==> config.mk <==
export PLATFORM = sky130hd
export DESIGN_NAME = laser_timer_flat
export DESIGN_NICKNAME = d
export VERILOG_FILES = /design/src/rtl/laser_timer_pkg.sv /design/src/rtl/laser_timer_if.sv /design/src/rtl/laser_timer.sv /design/src/flat_wrapper.sv
export SDC_FILE = /design/constraint.sdc
export NUM_CORES = 1
export LEC_CHECK = 0
export ABC_AREA = 1
export CAP_MARGIN = 20
export CORE_AREA = 2 2 39 41
export DETAILED_ROUTE_END_ITERATION = 12
export DIE_AREA = 0 0 41 43
export GPL_ROUTABILITY_DRIVEN = 0
export GPL_TIMING_DRIVEN = 1
export PLACE_DENSITY = 0.33
export SLEW_MARGIN = 5
export SYNTH_ARGS = -nofsm -noshare
export SYNTH_HDL_FRONTEND = slang
export SYNTH_SLANG_ARGS = --single-unit
==> constraint.sdc <==
create_clock -name Clk -period 0.86 [get_ports Clk]
set_input_delay 0.172 -clock Clk [delete_from_list [all_inputs] [get_ports Clk]]
set_output_delay 0.172 -clock Clk [all_outputs]
set_load 0.02 [all_outputs]
==> src/rtl/laser_timer_pkg.sv <==
// Shared types and constants for the laser trigger pulse timer.
// The counter-width helper is evaluated at elaboration time only.
package laser_timer_pkg;

  typedef enum logic {
    OFF = 1'b0,
    ON  = 1'b1
  } state_t;

  localparam int unsigned DEFAULT_PULSE_CYCLES = 3;

  function automatic int cnt_width(input int unsigned n);
    int w;
    w = $clog2(n + 1);
    return (w < 1) ? 1 : w;
  endfunction

endpackage

==> src/rtl/laser_timer_if.sv <==
// Button-in / laser-enable-out pair. The controller side is the slave:
// it samples B and drives X.
interface laser_timer_if;
  logic B;
  logic X;

  modport master (output B, input X);
  modport slave  (input B, output X);
endinterface

==> src/rtl/laser_timer.sv <==
// Single-shot laser enable timer: one sampled press gives exactly
// PULSE_CYCLES cycles of X high. Presses during a pulse are ignored.
//
//   state | meaning
//   ------+-------------------------------------------------------
//   OFF   | idle, X=0, waiting for B=1 at a rising edge
//   ON    | pulse active, X=1, cnt counts down the remaining cycles
module laser_timer
  import laser_timer_pkg::*;
#(
  parameter int unsigned PULSE_CYCLES = DEFAULT_PULSE_CYCLES
) (
  input  logic          Clk,
  input  logic          Rst,
  laser_timer_if.slave  bus
);

  localparam int             CW   = cnt_width(PULSE_CYCLES);
  localparam logic [CW-1:0]  LOAD = CW'(PULSE_CYCLES - 1);

  state_t          state;
  logic [CW-1:0]   cnt;

  always_ff @(posedge Clk or posedge Rst) begin
    if (Rst) begin
      state <= OFF;
      cnt   <= '0;
    end else if (state == ON) begin
      // cnt beyond LOAD can only come from a corrupted flop; drop the pulse.
      if (cnt == '0 || cnt > LOAD) begin
        state <= OFF;
        cnt   <= '0;
      end else begin
        cnt   <= cnt - CW'(1);
      end
    end else begin
      if (bus.B) begin
        state <= ON;
        cnt   <= LOAD;
      end else begin
        state <= OFF;
        cnt   <= '0;
      end
    end
  end

  // Decoded from the state flop alone, so X never follows B combinationally.
  assign bus.X = (state == ON);

endmodule

==> src/flat_wrapper.sv <==
// flat-port wrapper written by rule: the top's interface ports become plain ports
module laser_timer_flat import laser_timer_pkg::*;
#(
  parameter int unsigned PULSE_CYCLES = DEFAULT_PULSE_CYCLES
)
  (Clk, Rst, bus_B, bus_X);
  laser_timer_if bus_i ();
  input  logic Clk;
  input  logic Rst;
  input wire logic [$bits(bus_i.B)-1:0] bus_B;
  output wire logic [$bits(bus_i.X)-1:0] bus_X;
  assign bus_i.B = bus_B;
  assign bus_X = bus_i.X;
  laser_timer #(.PULSE_CYCLES(PULSE_CYCLES)) u_core (.Clk(Clk), .Rst(Rst), .bus(bus_i));
endmodule
==> metrics.md <==
| Metric | Value |
|---|---|
| Initial core utilization | 0.0940 |
| Full die area | 0.00176 mm^2 |
| Post-route worst hold slack | 0.113 ns |
| Fraction of power consumed by sequential logic | 0.311 |
| Worst setup skew after layout | 0.000553 ns |
| Max Fclk | 1.09 GHz |
| DRC violation count after routing | 0 |
| Setup-failing EPs final | 2 |
| Total overflow reported by the global router | 0 |
| Cell at the root of the clock tree | sky130_fd_sc_hd__clkbuf_4 |
| Routed via count | 96 |
| Clock slew at reported path FFs | 0.04 ns |
| Result of the run | finished with violations |
| Part of the cycle the worst path needs | 1.06 |
| Number of synthesized flops with an enable pin | 0 |
| Maximum ir drop on the vdd rail | 0.492 mV |
| Delay of the slowest critical-path stage | 0.38 ns |
| Internal power | 0.000483 W |
| Cell taking the most area after synthesis | sky130_fd_sc_hd__dfrtp_1 |
| Post-synth top cells | 6 x sky130_fd_sc_hd__inv_1, 3 x sky130_fd_sc_hd__dfrtp_1, 2 x sky130_fd_sc_hd__nand2_1, 2 x sky130_fd_sc_hd__nand2_2, 1 x sky130_fd_sc_hd__ha_1 |
| Cell with the most instances after synthesis | sky130_fd_sc_hd__inv_1 |
| Wire length of the first global-routing pass | 393 um |
| Async set-or-reset flop fraction in the synthesized netlist | 1.00 |
| Cell leakage power | 0.123 nW |
| DRT antenna net count | 0 |
| Number of filler cells placed in the layout | 158 |
| Slew @ Worst Pin | 0.115 ns |
| Total power density per cell area | 3190 mW/mm^2 |
| Worst setup SP type | register |
| Top cell family by delay on the critical path | flip-flops |
| H-Tree Level Count | 1 |
| Syn Area/Cell | 9.29 um^2 |
| Portion of the post-synthesis area used by sequential elements | 0.577 |
| Total wire length | 195 um |
| Num rows | 14 |
| Cell count after synthesis | 14 |
| Max-slew violation total from the final report | 0 |
| Type of the tightest min-delay check | input port to asynchronous set/reset pin |
| Detailed-router iteration count before antenna repair | 2 |
| Max-capacitance violation count | 0 |
| Core Box Area | 0.00138 mm^2 |
| Primary FF master, synth | sky130_fd_sc_hd__dfrtp_1 |
| Proportion of power drawn by the clock network | 0.354 |
| Failing checks | setup timing |
| Data required time of the worst path | 0.69 ns |
| Arrival time reported for the critical path endpoint | 0.74 ns |
| CTS tree | done |
| Final total negative setup slack | -0.0557 ns |
| Number of DRC violations after detailed-routing iteration 0 | 1 |
| Share of the core filled with cells | 0.156 |
| Antenna cells | 0 |
| Vias in the first global route | 111 |
| Synth warnings | 0 |
| CP Buf/Inv Count | 1 |
| Post-DR wirelength/cell | 5.13 um |
| Number of non-filler instances in the completed layout | 38 |
| Number of antenna violations at the first check in global routing | 0 |
| Top area cells in the synthesized netlist | sky130_fd_sc_hd__dfrtp_1 58%, sky130_fd_sc_hd__inv_1 17%, sky130_fd_sc_hd__ha_1 9.6% |
| Sink count of the clock tree | 3 |
| Category of the most critical setup path | register to output port |
| Source-to-sink clock delay at the later pin of the worst-skew pair | 0.23 ns |
| Count of input and output buffers | 3 |
| Cell chain of the critical path | buf_6 |
| Library cells used by synthesis | 5 |
| Ratio of routed vias to standard cells | 2.53 |
| Post-layout nets | 27 |
| Net Sw Frac | 0.296 |
| Switching component of the power | 0.000203 W |
| Layout overhead on the synthesized area | 65.4% |
| Syn Nets | 18 |
| Share of layout cells above drive strength 1 | 0.318 |
| Unrepaired setup endpoints after global routing | yes |
| Buffers from clock root to sink, at most | 2 |
| Highest net fanout along the worst path | 2 |
| Total global routing track utilization | 0.0433 |
| Final critical delay including setup and external delays | 0.914 ns |
| Post-Place Cells | 34 |
| PnR worst setup slack | -0.0542 ns |
| Final number of hold-violating endpoints | 0 |
| Number of buffers created by CTS | 3 |
| Category of the worst setup path capture point | output port |
| Total power draw | 0.000686 W |
| Number of primary I/O pins | 4 |
| Area of the multi-input gates | 32.5 um^2 |
| Width of the die | 41 um |
| Maximum number of pins on one net before global-route repair | 4 |
| Post-Syn Area | 130 um^2 |
| Chip height | 43 um |
| Crit path max-delay cell type | sky130_fd_sc_hd__dfrtp_1 |
| Area fraction of the dominant cell type after synthesis | 0.577 |
| Worst relative slew slack | 0.923 |
| Area occupied by registers | 75.1 um^2 |
| Flop and latch count out of synthesis | 3 |
| Proportion of power drawn by combinational gates | 0.335 |
## registers in the layout, summed over array words and instances, names as in the netlist
signal and flops:
u_core.cnt 2, u_core.bus.X 1
## stage by stage
stage,worst slack [ns],area (um^2)
after floorplan,0.0162,130
after global routing,-0.0867,215
final,-0.0542,215
after detailed placement,-0.239,188
after global placement,-0.228,188
after CTS,-0.0719,215
## placed cells by master (no fill, tap or decap)
cell type	n
sky130_fd_sc_hd__ha_1	1
sky130_fd_sc_hd__clkbuf_1	1
sky130_fd_sc_hd__inv_1	6
sky130_fd_sc_hd__clkdlybuf4s50_1	2
sky130_fd_sc_hd__dfrtp_1	3
sky130_fd_sc_hd__buf_4	1
sky130_fd_sc_hd__nand2_2	2
sky130_fd_sc_hd__nand2_1	2
sky130_fd_sc_hd__buf_6	1
sky130_fd_sc_hd__clkbuf_4	3
## cell type report
type                            instances  area share
Inverter                                6       0.105
Clock buffer                            4       0.122
Timing Repair Buffer                    4       0.180
Tap cell                               16      0.0930
Sequential cell                         3       0.349
Multi-Input combinational cell          5       0.151
## routing by layer
layer / GRT usage / wire, um
met1: 0.0357 / 92
met2: 0.0344 / 69
met3: 0.0628 / 26
met4: 0.0600 / 6
met5: 0 / 0
## worst paths after layout
| check | startpoint | to | slack, ns | cells after the start |
|---|---|---|---|---|
| max in group asynchronous | Rst | u_core.cnt[1]$_DFF_PP0_ | 0.62 | 2 |
| setup reg to reg | u_core.cnt[1]$_DFF_PP0_ | u_core.bus.X$_DFF_PP0_ | 0 | 4 |
| setup / recovery | u_core.bus.X$_DFF_PP0_ | bus_X | -0.05 | 1 |
| hold reg to reg | u_core.cnt[1]$_DFF_PP0_ | u_core.cnt[0]$_DFF_PP0_ | 0.57 | 3 |
| min in group Clk | bus_B | u_core.cnt[1]$_DFF_PP0_ | 0.51 | 3 |
| hold / removal | Rst | u_core.cnt[0]$_DFF_PP0_ | 0.11 | 2 |
## cell families after synthesis
| family | Yosys count | share of synthesized area |
|---|---|---|
| buffers and inverters | 6 | 0.173 |
| and+or+nand+nor | 4 | 0.154 |
| DFF | 3 | 0.577 |
| adders and majority gates | 1 | 0.0961 |
## power by group through the flow
| stage | clock [W] | combinational (W) | sequential [W] |
|---|---|---|---|
| floorplan | 0 | 0.0000890 | 0.000247 |
| global placement | 0 | 0.000229 | 0.000207 |
| detailed placement | 0 | 0.000229 | 0.000212 |
| CTS | 0.000259 | 0.000235 | 0.000215 |
| global route | 0.000277 | 0.000270 | 0.000218 |
| finish | 0.000243 | 0.000230 | 0.000214 |
## repair_timing
| action | CTS | global route |
|---|---|---|
| hold buffers | 0 | 0 |
| gates resized for setup | 6 | 0 |
| setup buffers | 0 | 0 |
| pin swaps | 0 | 3 |
| endpoints found under the setup margin | 2 | 2 |
Power figures use the tool's default switching activity.
==> patch 1 (same settings) <==
The package constant `DEFAULT_PULSE_CYCLES` goes from 3 to 6.
--- a/src/rtl/laser_timer_pkg.sv
+++ b/src/rtl/laser_timer_pkg.sv
@@ -7,7 +7,7 @@
     ON  = 1'b1
   } state_t;
 
-  localparam int unsigned DEFAULT_PULSE_CYCLES = 3;
+  localparam int unsigned DEFAULT_PULSE_CYCLES = 6;
 
   function automatic int cnt_width(input int unsigned n);
     int w;
Formal check against the unedited RTL: not equivalent (Yosys sat finds a counterexample within 10 cycles, from zero or initial values and one cycle with Rst high).
==> patch 1 against the original RTL <==
The run still ends with setup timing left. Routed wire length is 87% higher. Clock skew is 0.0045 ns higher. Synthesized area is 57% higher. Power is 84% higher. Largest power group is now combinational logic. Sequential share of layout area is 4.8 points lower. Highest routed layer is now met3. Utilization is 8.5 points higher. Combinational power grew to 3.1 times the old value. Design area is 55% higher. Worst hold slack better by 0.017 ns. Sequential power is 53% higher. Setup slack worse by 0.15 ns. Count of clock-buffer cells in the layout is 1 lower. Sequential cell count is 1 higher.
==> patch 1: results (changes against the original RTL) <==
* Status: finished with violations (unchanged)
* Violated checks: setup timing (unchanged)
* Hold Crit Class: input pin to async pin (unchanged)
* First-pass detailed-route iteration total at 1 (was 2)
* Root buffer cell: clkbuf_4 (unchanged)
* Top routing layer used: met3 (was met4)
* Register area share after synthesis at 49.08% (was 57.69%)
* Synthesized Nets at 27 (was 18)
* Yosys warns at 0 (unchanged)
* Initial DRC count at 0 (was 1)
* Largest net degree at the start of global routing at 5 (was 4)
* Synth Flop Type: dfrtp_1 (unchanged)
* VDD IR-drop max at 0.9853 mV (was 0.4922 mV)
* M1 wire length at 142 um (was 92 um)
* Max FFs per register at 3 (was 2)
* Layout net count at 39 (was 27)
* Final worst slack at -0.2002 ns (was -0.05417 ns)
* Static Leak at 0.0001674 uW (was 0.0001234 uW)
* Synth cell types at 8 (was 5)
* Clock buffer depth at 2 (unchanged)
* Relative slew slack at 89.63% (was 92.30%)
* DR WL met3 at 7 um (was 26 um)
* Vias in the first global route at 182 (was 111)
* Post-synth top cells: inv_1, dfrtp_1, nand2_1 (was inv_1, dfrtp_1, nand2_1, nand2_2, ha_1)
* Clk_lat worst skew at 0.23 ns (about the same)
* Routed wire length at 365 um (was 195 um)
* Vias per cell at 3.375 (was 2.526)
* Synth top area cells: dfrtp_1, inv_1, ha_1 (unchanged)
* Share of layout cells above drive strength 1 at 56.25% (was 31.82%)
* Most flops, register: u_core.cnt (unchanged)
* Filler cell count at 155 (was 158)
* # H-tree levels at 1 (unchanged)
* Clock skew at 0.005023 ns (was 0.0005533 ns)
* Cts bufs inserted at 3 (unchanged)
* Finish-stage setup viols at 5 (was 2)
* PortBufs at 3 (unchanged)
* GRT Util Overall at 6.364% (was 4.330%)
* First-pass GRT wire length at 683 um (was 393 um)
* Synth async-reset ratio at 100.0% (unchanged)
* WL met2 at 215 um (was 69 um)
* Power Internal at 800.2 uW (was 482.9 uW)
* CP arrival at 1.17 ns (was 0.74 ns)
==> patch 1: final timing paths <==
kind	startpoint	endpoint	slack (ns)	cells after the start
setup / recovery	u_core.cnt[0]$_DFF_PP0_	u_core.cnt[2]$_DFF_PP0_	-0.20	6
hold / removal	Rst	u_core.bus.X$_DFF_PP0_	0.13	2
setup reg to reg	u_core.cnt[0]$_DFF_PP0_	u_core.cnt[2]$_DFF_PP0_	-0.20	6
hold reg to reg	u_core.cnt[0]$_DFF_PP0_	u_core.cnt[0]$_DFF_PP0_	0.56	3
max in group asynchronous	Rst	u_core.cnt[2]$_DFF_PP0_	0.57	2
min in group Clk	bus_B	u_core.bus.X$_DFF_PP0_	0.53	3
==> patch 1: power groups by stage <==
stage	combinational, uW	clock [uW]	sequential, uW
final	711	223	328
after global routing	817	252	334
after CTS	687	239	323
after detailed placement	571	0	319
after global placement	573	0	315
after floorplan	307	0	364
==> patch 1: final cells by class <==
class | count | area [um^2] | area share [%]
sequential | 4 | 100.1 | 30.08
clock buffer | 3 | 22.52 | 6.767
tap | 16 | 20.02 | 6.015
inverter | 7 | 26.28 | 7.895
timing repair buffer | 7 | 61.31 | 18.42
multi-input combinational | 11 | 102.6 | 30.83
==> patch 1: logic make-up (layout without fill, tap and decap cells) <==
| family | Yosys count | in the layout | synth area share [%] |
|---|---|---|---|
| buffers and inverters | 7 | 17 | 12.89 |
| and+or+nand+nor | 9 | 9 | 25.77 |
| adders and majority gates | 2 | 2 | 12.27 |
| DFF | 4 | 4 | 49.08 |
==> patch 1: layer usage <==
layer / vias to the layer above / global-route usage (%)
met5: - / 0
met4: 0 / 6.000
met3: 0 / 3.141
met2: 1 / 9.063
met1: 73 / 6.230
li1: 88 / -
==> patch 1: worst max-delay path, cell delays in order (launching register included) <==
cell,delay (ns)
dfrtp_1,0.34
inv_2,0.06
ha_4,0.16
ha_4,0.25
inv_2,0.02
nand4_1,0.06
nand2_1,0.06
==> patch 1: repair_timing <==
action,CTS,global route
pin swaps,4,2
setup endpoints to repair,5,5
resized for setup,9,2
setup buffers,0,1
==> patch 1: stage by stage <==
| step | worst slack (ns) | area [um^2] | instances | hold WS (ns) | setup TNS [ns] |
|---|---|---|---|---|---|
| floorplan | -0.1808 | 206.4 | 22 | -0.06192 | -0.5996 |
| global placement | -0.2324 | 279.0 | 44 | 0.3730 | -1.031 |
| detailed placement | -0.2498 | 279.0 | 44 | 0.3814 | -1.074 |
| CTS | -0.2083 | 319.1 | 47 | 0.1302 | -0.6872 |
| global route | -0.2635 | 332.8 | 48 | 0.1502 | -0.8478 |
| finish | -0.2002 | 332.8 | 48 | 0.1302 | -0.5983 |
==> patch 2 (same flow settings) <==
Without the edit above. Reset style: synchronous (`Rst`), changed in one clocked block.
--- a/src/rtl/laser_timer.sv
+++ b/src/rtl/laser_timer.sv
@@ -21,7 +21,7 @@
   state_t          state;
   logic [CW-1:0]   cnt;
 
-  always_ff @(posedge Clk or posedge Rst) begin
+  always_ff @(posedge Clk) begin
     if (Rst) begin
       state <= OFF;
       cnt   <= '0;
Formal check against the unedited RTL: differs if Rst is asserted again (counterexample within 4 cycles, from zero or initial values and one cycle with Rst high); with Rst held inactive, the same outputs for 10 cycles.
==> patch 2 against the original RTL <==
Setup slack better by 0.076 ns. Routed wire length up 21%. Non-clock buffer count unchanged. Critical endpoint unchanged. Sequential cell count unchanged. Synthesized area decreased by 13%. Design area down 7.6%. Worst hold slack better by 0.33 ns. Register-to-register slack gained 0.10 ns. Global-route usage increased by 0.68 points. Critical path type unchanged. Clock skew about the same.
Power is not compared: it rests on default switching activity, and its combinational part moved more than twofold at a synthesized area within 25%.
==> patch 2: results (changes against the original RTL) <==
* Static Leak at 0.00009621 uW
* Worst Path Max Fanout at 2 (unchanged)
* Initial DRC count at 3 (was 1)
* Max stage delay on crit path at 0.31 ns (was 0.38 ns)
* Filler cell count at 159 (was 158)
* Post-synthesis adder-cell area fraction at 0% (was 9.615%)
* Synth top area cells: dfxtp_1, inv_1, nand2_1 (was dfrtp_1, inv_1, ha_1)
* DP Worst Slack at -0.2169 ns (was -0.2389 ns)
* Synth Area in XOR/XNOR at 0% (unchanged)
* Clk_lat worst skew at 0.23 ns (about the same)
* Share of layout cells above drive strength 1 at 25.00% (was 31.82%)
* Clock-pin transition on the worst setup and hold timing paths at 0.04 ns (about the same)
* # H-tree levels at 1 (unchanged)
* Slew @ Worst Pin at 0.1300 ns (was 0.1154 ns)
* CP arrival at 0.67 ns (was 0.74 ns)
* First-pass detailed-route iteration total at 4 (was 2)
* CP Class: register to primary output (unchanged)
* Clock skew at 0.0001215 ns (was 0.0005533 ns)
* Synth Flop Type: dfxtp_1 (was dfrtp_1)
* Initial antenna violation count at 0 (unchanged)
* Vias at 113 (was 96)
* Max FFs per register at 2 (unchanged)
* Cts bufs inserted at 3 (unchanged)
* Vias in the first global route at 117 (was 111)
* N_diodes at 0 (unchanged)
* Synth cell types at 6 (was 5)
* Hold Crit Start: u_core.cnt[0]$_SDFF_PP0_
* VDD IR-drop max at 0.7974 mV
* PortBufs at 3 (unchanged)
* Worst path bufs/invs at 1 (unchanged)
* Root buffer cell: clkbuf_4 (unchanged)
* Slowest cell on crit path: dfxtp_2 (was dfrtp_1)
* Largest net degree at the start of global routing at 4 (unchanged)
* Routed wire length at 236 um (was 195 um)
* Register area share after synthesis at 53.33% (was 57.69%)
* First-pass GRT wire length at 448 um (was 393 um)
* Complex-gate fraction of the synthesized area at 0% (unchanged)
* Family with the most delay on the worst path: flip-flops (unchanged)
* Clock buffer depth at 2 (unchanged)
* Yosys warns at 0 (unchanged)
* Synth async-reset ratio at 0% (was 100.0%)
* Post-DP Area at 170.2 um^2 (was 187.7 um^2)
* Most flops, register: u_core.cnt (unchanged)
* Post-synth top cells: inv_1, nand2_1, dfxtp_1 (was inv_1, dfrtp_1, nand2_1, nand2_2, ha_1)
* GRT Util Overall at 5.015% (was 4.330%)
* DP Wirelength at 159.8 um
* Hold Crit Class: register to register (was input pin to async pin)
* Layout net count at 28 (was 27)
* Mux contribution to synthesized area at 0% (unchanged)
* RR Startpoint: u_core.bus.X$_SDFF_PP0_ (was u_core.cnt[1]$_DFF_PP0_)
* Status: complete, no violations (was finished with violations)
* Syn_area_per_cell at 7.038 um^2 (was 9.295 um^2)
* Non-Filler Instances at 40 (was 38)
* Placed Cells at 36 (was 34)
* Multi-input gate area at 33.78 um^2 (was 32.53 um^2)
* Synthesized Nets at 19 (was 18)
[patch 2: cells by family (layout without fill, tap and decap cells)]
| family | count (synthesis) | after routing |
|---|---|---|
| DFF | 3 | 3 |
| buffers and inverters | 5 | 13 |
| and+or+nand+nor | 8 | 8 |
[patch 2: metal layers]
| layer | vias up | routed length, um | share of wire, % | GRT usage, % |
|---|---|---|---|---|
| li1 | 62 | - | - | - |
| met1 | 45 | 128 | 54 | 4.808 |
| met2 | 4 | 70 | 30 | 3.438 |
| met3 | 2 | 31 | 13 | 9.424 |
| met4 | 0 | 6 | 2.5 | 4.000 |
| met5 | - | 0 | 0 | 0 |
[patch 2: repair_timing]
item                       in CTS  in global routing
hold endpoints to repair        0                  0
setup endpoints to repair       1                  1
pin swaps                       0                  0
hold buffers                    0                  0
gates cloned                    0                  0
resized for setup               7                  0
setup buffers                   0                  0
[patch 2: final timing paths]
path,end,slack [ns],depth (start not counted)
setup / recovery,bus_X,0.02,1
setup reg to reg,u_core.bus.X$_SDFF_PP0_,0.10,5
hold / removal,u_core.cnt[0]$_SDFF_PP0_,0.44,1
hold reg to reg,u_core.cnt[0]$_SDFF_PP0_,0.44,1
[patch 2: cell type report]
cell class                 instances  share of cell area [%]
sequential                         3                   30.82
tap                               16                   10.06
timing repair buffer               4                   19.50
clock buffer                       4                   13.21
inverter                           5                   9.434
multi-input combinational          8                   16.98
[patch 2: power breakdown]
| group | switching (uW) | internal, uW |
|---|---|---|
| clock network | 71.1 | 174 |
| registers | 4.06 | 148 |
| logic | 17.3 | 23.0 |
